**config.mk**
```make
export PLATFORM = sky130hd
export DESIGN_NAME = data_selector_cfg_ctrl
export DESIGN_NICKNAME = d
export VERILOG_FILES = /design/src/rtl/data_selector_pkg.sv /design/src/rtl/selector_cfg_table.sv /design/src/rtl/data_selector_cfg_ctrl.sv
export SDC_FILE = /design/constraint.sdc
export NUM_CORES = 1
export LEC_CHECK = 0
export ABC_CLOCK_PERIOD_IN_PS = 4700
export BUFFER_PORTS_ARGS = -buffer_cell sky130_fd_sc_hd__buf_2
export CAP_MARGIN = 20
export CORE_UTILIZATION = 53
export CTS_BUF_LIST = sky130_fd_sc_hd__clkbuf_8
export DETAILED_ROUTE_END_ITERATION = 10
export PLACE_DENSITY = 0.79
export SYNTH_ARGS = -nofsm -noshare
export SYNTH_HDL_FRONTEND = slang
export SYNTH_SLANG_ARGS = --single-unit
```
**constraint.sdc**
```tcl
create_clock -name clk -period 4.7 [get_ports clk]
set_input_delay 0.47 -clock clk [delete_from_list [all_inputs] [get_ports clk]]
set_output_delay 0.47 -clock clk [all_outputs]
set_load 0.02 [all_outputs]
```
**src/rtl/data_selector_pkg.sv**
```systemverilog
`default_nettype none
// data_selector_pkg: shared widths, entry field offsets and controller state encoding.
// Rev 1.0
package data_selector_pkg;

  localparam int NUM_OUTPUTS   = 16;
  localparam int MAIN_SEL_BITS = 4;
  localparam int REGS_SEL_BITS = 6;
  localparam int ENTRY_BITS    = 1 + MAIN_SEL_BITS + REGS_SEL_BITS;
  localparam int INDEX_BITS    = $clog2(NUM_OUTPUTS);
  localparam int SEL_BUS_BITS  = NUM_OUTPUTS * ENTRY_BITS;

  localparam int ORIGIN_BIT = 0;
  localparam int MAIN_LSB   = 1;
  localparam int REGS_LSB   = 5;

  typedef logic [ENTRY_BITS-1:0] entry_t;

  typedef enum logic [2:0] {
    ST_IDLE      = 3'd0,
    ST_WAIT_HOLD = 3'd1,
    ST_SWAP      = 3'd2,
    ST_SETTLE    = 3'd3,
    ST_ACK       = 3'd4
  } state_t;

endpackage
`default_nettype wire

```
**src/rtl/selector_cfg_table.sv**
```systemverilog
`default_nettype none
// selector_cfg_table: double-buffered shadow/active selection table with flattened output.
// Rev 1.0
module selector_cfg_table
  import data_selector_pkg::*;
(
  input  logic                    clk,
  input  logic                    rst,
  input  logic                    wr_en,
  input  logic [INDEX_BITS-1:0]   wr_index,
  input  logic [ENTRY_BITS-1:0]   wr_entry,
  input  logic                    swap,
  output logic [SEL_BUS_BITS-1:0] sel_bus
);

  entry_t shadow [NUM_OUTPUTS];
  entry_t active [NUM_OUTPUTS];

  // Writes only happen while idle and swaps only in the swap state, so they never collide.
  always_ff @(posedge clk) begin
    if (!rst) begin
      for (int i = 0; i < NUM_OUTPUTS; i++) begin
        shadow[i] <= '0;
        active[i] <= '0;
      end
    end else begin
      if (wr_en) begin
        shadow[wr_index] <= wr_entry;
      end
      if (swap) begin
        for (int i = 0; i < NUM_OUTPUTS; i++) begin
          active[i] <= shadow[i];
        end
      end
    end
  end

  generate
    for (genvar g = 0; g < NUM_OUTPUTS; g++) begin : g_flat
      assign sel_bus[g*ENTRY_BITS +: ENTRY_BITS] = active[g];
    end
  endgenerate

endmodule
`default_nettype wire

```
**src/rtl/data_selector_cfg_ctrl.sv**
```systemverilog
`default_nettype none
// data_selector_cfg_ctrl: host-loaded selection table with hold-aware atomic commit and busy/settle window.
// Rev 1.0
module data_selector_cfg_ctrl
  import data_selector_pkg::*;
#(
  parameter int SETTLE_CYCLES = 2
) (
  input  logic                    clk,
  input  logic                    rst,
  input  logic                    cfg_valid,
  output logic                    cfg_ready,
  input  logic [INDEX_BITS-1:0]   cfg_index,
  input  logic [ENTRY_BITS-1:0]   cfg_entry,
  input  logic                    commit_req,
  output logic                    commit_ack,
  input  logic                    hold,
  output logic                    dirty,
  output logic [SEL_BUS_BITS-1:0] wSelec,
  output logic                    wBusy
);

  localparam int CNT_BITS = (SETTLE_CYCLES > 1) ? $clog2(SETTLE_CYCLES) : 1;
  localparam logic [CNT_BITS-1:0] CNT_LAST = CNT_BITS'(SETTLE_CYCLES - 1);
  localparam logic [CNT_BITS-1:0] CNT_ONE  = CNT_BITS'(1);

  state_t              state;
  logic [CNT_BITS-1:0] settle_cnt;
  logic                write_en;
  logic                swap;

  assign write_en = cfg_valid && cfg_ready;
  assign swap     = (state == ST_SWAP);

  selector_cfg_table u_table (
    .clk      (clk),
    .rst      (rst),
    .wr_en    (write_en),
    .wr_index (cfg_index),
    .wr_entry (cfg_entry),
    .swap     (swap),
    .sel_bus  (wSelec)
  );

  always_ff @(posedge clk) begin
    if (!rst) begin
      state      <= ST_IDLE;
      settle_cnt <= '0;
      cfg_ready  <= 1'b0;
      commit_ack <= 1'b0;
      wBusy      <= 1'b0;
      dirty      <= 1'b0;
    end else begin
      commit_ack <= 1'b0;
      case (state)
        ST_IDLE: begin
          cfg_ready <= 1'b1;
          if (write_en) begin
            dirty <= 1'b1;
          end
          // A write landing in the same cycle as the commit is part of this swap.
          if (commit_req) begin
            cfg_ready <= 1'b0;
            if (!dirty && !write_en) begin
              state      <= ST_ACK;
              commit_ack <= 1'b1;
            end else if (hold) begin
              state <= ST_WAIT_HOLD;
            end else begin
              state <= ST_SWAP;
              wBusy <= 1'b1;
            end
          end
        end
        ST_WAIT_HOLD: begin
          if (!hold) begin
            state <= ST_SWAP;
            wBusy <= 1'b1;
          end
        end
        ST_SWAP: begin
          dirty      <= 1'b0;
          settle_cnt <= '0;
          state      <= ST_SETTLE;
        end
        ST_SETTLE: begin
          if (settle_cnt == CNT_LAST) begin
            wBusy      <= 1'b0;
            commit_ack <= 1'b1;
            state      <= ST_ACK;
          end else begin
            settle_cnt <= settle_cnt + CNT_ONE;
          end
        end
        ST_ACK: begin
          cfg_ready <= 1'b1;
          state     <= ST_IDLE;
        end
        default: begin
          state     <= ST_IDLE;
          cfg_ready <= 1'b0;
          wBusy     <= 1'b0;
        end
      endcase
    end
  end

endmodule
`default_nettype wire
```
; ---- Word-level counts from Yosys, hierarchy flattened
; Memory sizes are Yosys's and may differ from the RTL's.
; Cells that the tools add are included.
; Widths: inputs -> output; s select.
[totals]
output_inout_bits = 180
ram_bits = 352
input_bits = 20
wordCells = 95
memories = 2
ff_bits = 8
[classes]
add_sub_neg = 1
bitwise = 17
n_reduce_logical = 13
eq_ne = 9
mux = 47
[mem_list]
columns = memory, words, word_bits, read_ports, rd_ports_with_merged_regs, write_ports, line
row1 = u_table.active, 16, 11, 16, 0, 16, selector_cfg_table.sv:17  ; entry_t active [NUM_OUTPUTS];
row2 = u_table.shadow, 16, 11, 16, 0, 16, selector_cfg_table.sv:16  ; entry_t shadow [NUM_OUTPUTS];
[ops]
columns = op, n
row1 = $mux 11, 17
row2 = $mux 1, 18
row3 = $or 1x1->1, 16
row4 = $mux 3, 4
row5 = $pmux 3 s4, 1
row6 = $reduce_or 11->1, 1
row7 = $ne 2x2->1 const B, 5
row8 = $eq 3x2->1 const B, 2
row9 = $pmux 1 s2, 3
row10 = $mux 4, 1
row11 = $pmux 1 s4, 1
row12 = $reduce_and 4->1, 1
row13 = $reduce_bool 2->1, 2
row14 = $eq 3x1->1 const B, 1
row15 = $eq 3x3->1 const B, 1
row16 = $logic_not 3->1, 1
row17 = $pmux 1 s3, 1
row18 = $reduce_and 3->1, 1
row19 = $reduce_or 3->1, 1
row20 = $logic_and 1x1->1, 2
row21 = $logic_not 1->1, 2
row22 = $mux 2, 1
row23 = $reduce_and 2->1, 1
row24 = $reduce_or 2->1, 1
row25 = 2 further kinds, 2

; ---- Logic depth before layout (Yosys ltp)
[depth]
ltp_word = 6
mapped_depth = 7
depth_no_buf = 4

; ---- Cells and area by module
; Synthesis repeated with hierarchy kept, for this count alone.
[unflattened]
cells_unflattened = 875
hier_area_um2 = 13995.9
[by_module_without_submodules]
columns = module, cells_each, instances, area_per_inst_um2
row1 = selector_cfg_table, 825, 1, 13549.2
row2 = data_selector_cfg_ctrl, 50, 1, 446.7

; ---- Least setup slack after synthesis
; Ideal clock, no wire load.
[synth_timing]
kind = input port to flip-flop
from = in rst
to = mem u_table.active[0][0] in the netlist's numbering (enable)
t_arrival_ns = 3.607
path_buffers = 1
path_stages = 2
slack_ns = -0.338
cell_sequence = clkbuf_1 -> nand2_1
[synth_lines]
columns = item, line
row1 = start: declaration, data_selector_cfg_ctrl.sv:10  ; input logic rst,
row2 = end: declaration, selector_cfg_table.sv:17

==> summary.txt <==
Yosys
  – Post-Syn Area per Cell: 15.2 sq um
  – Post-synth EDFFs: 352
  – Largest cells by area after synthesis: edfxtp_1, and2_1, nor2_1, nand2_1, dfxtp_1
  – Post-synth top area cell: edfxtp_1
  – #FFs+latches synth: 360
  – Main flop type after synthesis: edfxtp_1
  – Synth top area share: between 70% and 80%
  – Synth cell count leaders: edfxtp_1, nor2_1, and2_1
  – Most frequent cell after synthesis: edfxtp_1
  – Async SR Flop Fraction: 0%
  – Post-Synthesis Cell Area: roughly 13000 sq um
  – Sequential share of the synthesized area: 80.7%
  – Synth unique cells: 31
  – Cells after Synth: around 870
  – Syn Nets: around 890
  – Yosys warns: 0

STA
  – Fin crit period: 2.50 ns
  – Worst Skew: between 0.02 and 0.025 ns
  – Hold WS: 0.161 ns
  – Slew Viols, Final: 0
  – Hold Vio Cnt, Final: 0
  – Unrepaired setup endpoints after global routing: no
  – Final setup margin: 2.20 ns
  – Fmax: 0.400 GHz
  – Max_slew headroom: between 30% and 40%
  – Setup TNS: 0 ns
  – Worst-margin pin slew: 0.945 ns
  – Period utilization: between 50% and 60%
  – Final setup viols: 0

Cells and area
  – Post-Layout Cell Count: 1467
  – Finished Core Util: 63.8%
  – Area Overhead vs Synth: 17.5%
  – Fill cell count: 1801
  – Number of diodes: 0
  – Final Net Count: 1125
  – Ratio of cells with drive above 1 in the final layout: 25.6%
  – Storage element area: 10700 sq um
  – Area of the multi-input gates: 2350 sq um
  – Post-route cell area: 15600 sq um

Pwr
  – Switching share of power: approximately 23%
  – Total leakage power: 6.04 nW
  – Clock Power Share: 34.9%
  – Power, Total: 6.39 mW
  – Internal power: 4.90 mW
  – Worst vdd ir: ~0.20 mV
  – Power density over the cells: 409 nW/um^2
  – Seq pwr share: 58.4%
  – Switching Power: 1.48 mW
  – Combinational share of power: 6.7%

Drt
  – Post-DRT Antenna Nets: 0
  – DR iter-0 viols: 673
  – Wire per inst: 18.3 um
  – 1st-pass router iterations: 5
  – Vias: 7590
  – Vias per cell: 5.17
  – DRC viols: 0
  – WL final: 26900 um

Critical path
  – CP required: 5.12 ns
  – Crit path capture type: flip-flop
  – Critical path class: flip-flop to flip-flop
  – Ordered cell list for the critical path: nand2_1 -> nor2_4 -> buf_4 -> and2_1
  – Slowest-stage cell, CP: nor2_4
  – CP max FO: 56
  – Crit path launch type: flip-flop
  – Buf/Inv on CP: 1
  – Path depth of the worst reg2reg path: 4
  – CP top delay family: simple AND/OR/NAND/NOR gates
  – CP arrival: 2.92 ns
  – WP depth: 4
  – Worst stage delay on the critical path: 0.76 ns

Floorplanning
  – Ports: 200
  – Die Ht: 160 um
  – Initial Util: approximately 54%
  – Site row count: 57
  – Die ar.: 25700 sq um
  – Die width: 160 um
  – Core Area: 24500 sq um

Clock network
  – CTS H-Tree Depth: 2
  – CTS tree: built
  – Clock Tree Buf Depth: 3
  – Post-CTS Setup Bufs: 0
  – Clk sinks: 360
  – Clock slew at reported path FFs: 0.06 ns
  – CTS buffer count: 55
  – Clk_lat worst skew: around 0.58 ns
  – Post-CTS Hold Buffers: 0
  – Post-cts sizing count: 0
  – CTS Root Cell: clkbuf_8

Global route
  – GR Util All Layers: around a fifth
  – Vias in the first global route: 7313
  – First-pass GRT wire length: 40500 um
  – Initial antenna violation count: 1
  – Largest net degree at the start of global routing: 157
  – Total congestion overflow: 0

Run
  – Max Cap Viol: 0

Worst hold path
  – Worst Hold Path Cells: 2
  – Hold Crit Class: input port to flip-flop

Place
  – Inst Count DP: approximately 1.4k
  – Place WS: 1.96 ns
  – GPL Wtd Cong: 0.814
  – Number of port buffers: 199
  – Placement Cell Area: around 15000 sq um
  – Post-DP HPWL: 17300 um

Status
  – Outcome: finished clean
flip-flops by register name, summed over array words and instances, names as in the netlist:
name / cells
settle_cnt: 1
state: 3
u_table.shadow: 176
u_table.active: 176
wBusy: 1
cfg_ready: 1
commit_ack: 1
dirty: 1
layout make-up:
class                           instances  area share [%]
Inverter                                4          0.0961
Timing Repair Buffer                  221            7.56
Clock inverter                         38           0.945
Clock buffer                           57            5.02
Sequential cell                       360            68.7
Multi-Input combinational cell        463            15.1
Tap cell                              324            2.60
worst reg2reg max path, stage by stage, from the launching register on:
cell	delay, ns
dfxtp_1	0.57
nand2_1	0.28
nor2_4	0.76
buf_4	0.53
and2_1	0.21
power by group through the flow:
stage	combinational [mW]	clock [mW]	sequential (mW)
global placement	0.421	0	3.80
finish	0.430	2.23	3.73
global route	0.459	2.40	3.74
floorplan	0.139	0	3.91
detailed placement	0.429	0	3.80
CTS	0.430	2.26	3.73
per-layer routing:
layer	GRT usage, %	vias up	part of all wire (%)
li1	-	3492	-
met4	7.53	0	2.3
met5	0	-	0
met3	4.49	53	7.8
met1	28.0	3668	41
met2	34.5	377	49
logic make-up after synthesis:
logic type / share of synthesized area [%]
AND/OR/NAND/NOR: 15.8
flip-flops: 80.7
buffers and inverters: 1.80
AO/OA/AOI/OAI: 1.64
worst paths after layout:
path                        startpoint  slack [ns]                    end
setup / recovery              state[1]        2.20  u_table.active[2][10]
hold / removal              commit_req        0.16              cfg_ready
setup reg to reg              state[1]        2.20  u_table.active[2][10]
hold reg to reg   u_table.shadow[1][9]        0.51  u_table.active[0][20]
cells in the final DEF (no fill, tap or decap), types with 7 or more instances in the layout:
cell	Yosys	layout
buf_4	1	21
a21oi_1	7	7
and2_1	177	177
edfxtp_1	352	352
inv_1	3	18
clkbuf_8	0	57
clkinv_1	0	19
dfxtp_1	8	8
buf_2	7	199
nor2_1	187	186
nand2_1	51	49
o21ai_0	16	16
No activity file was read; power rests on OpenSTA's default activity.
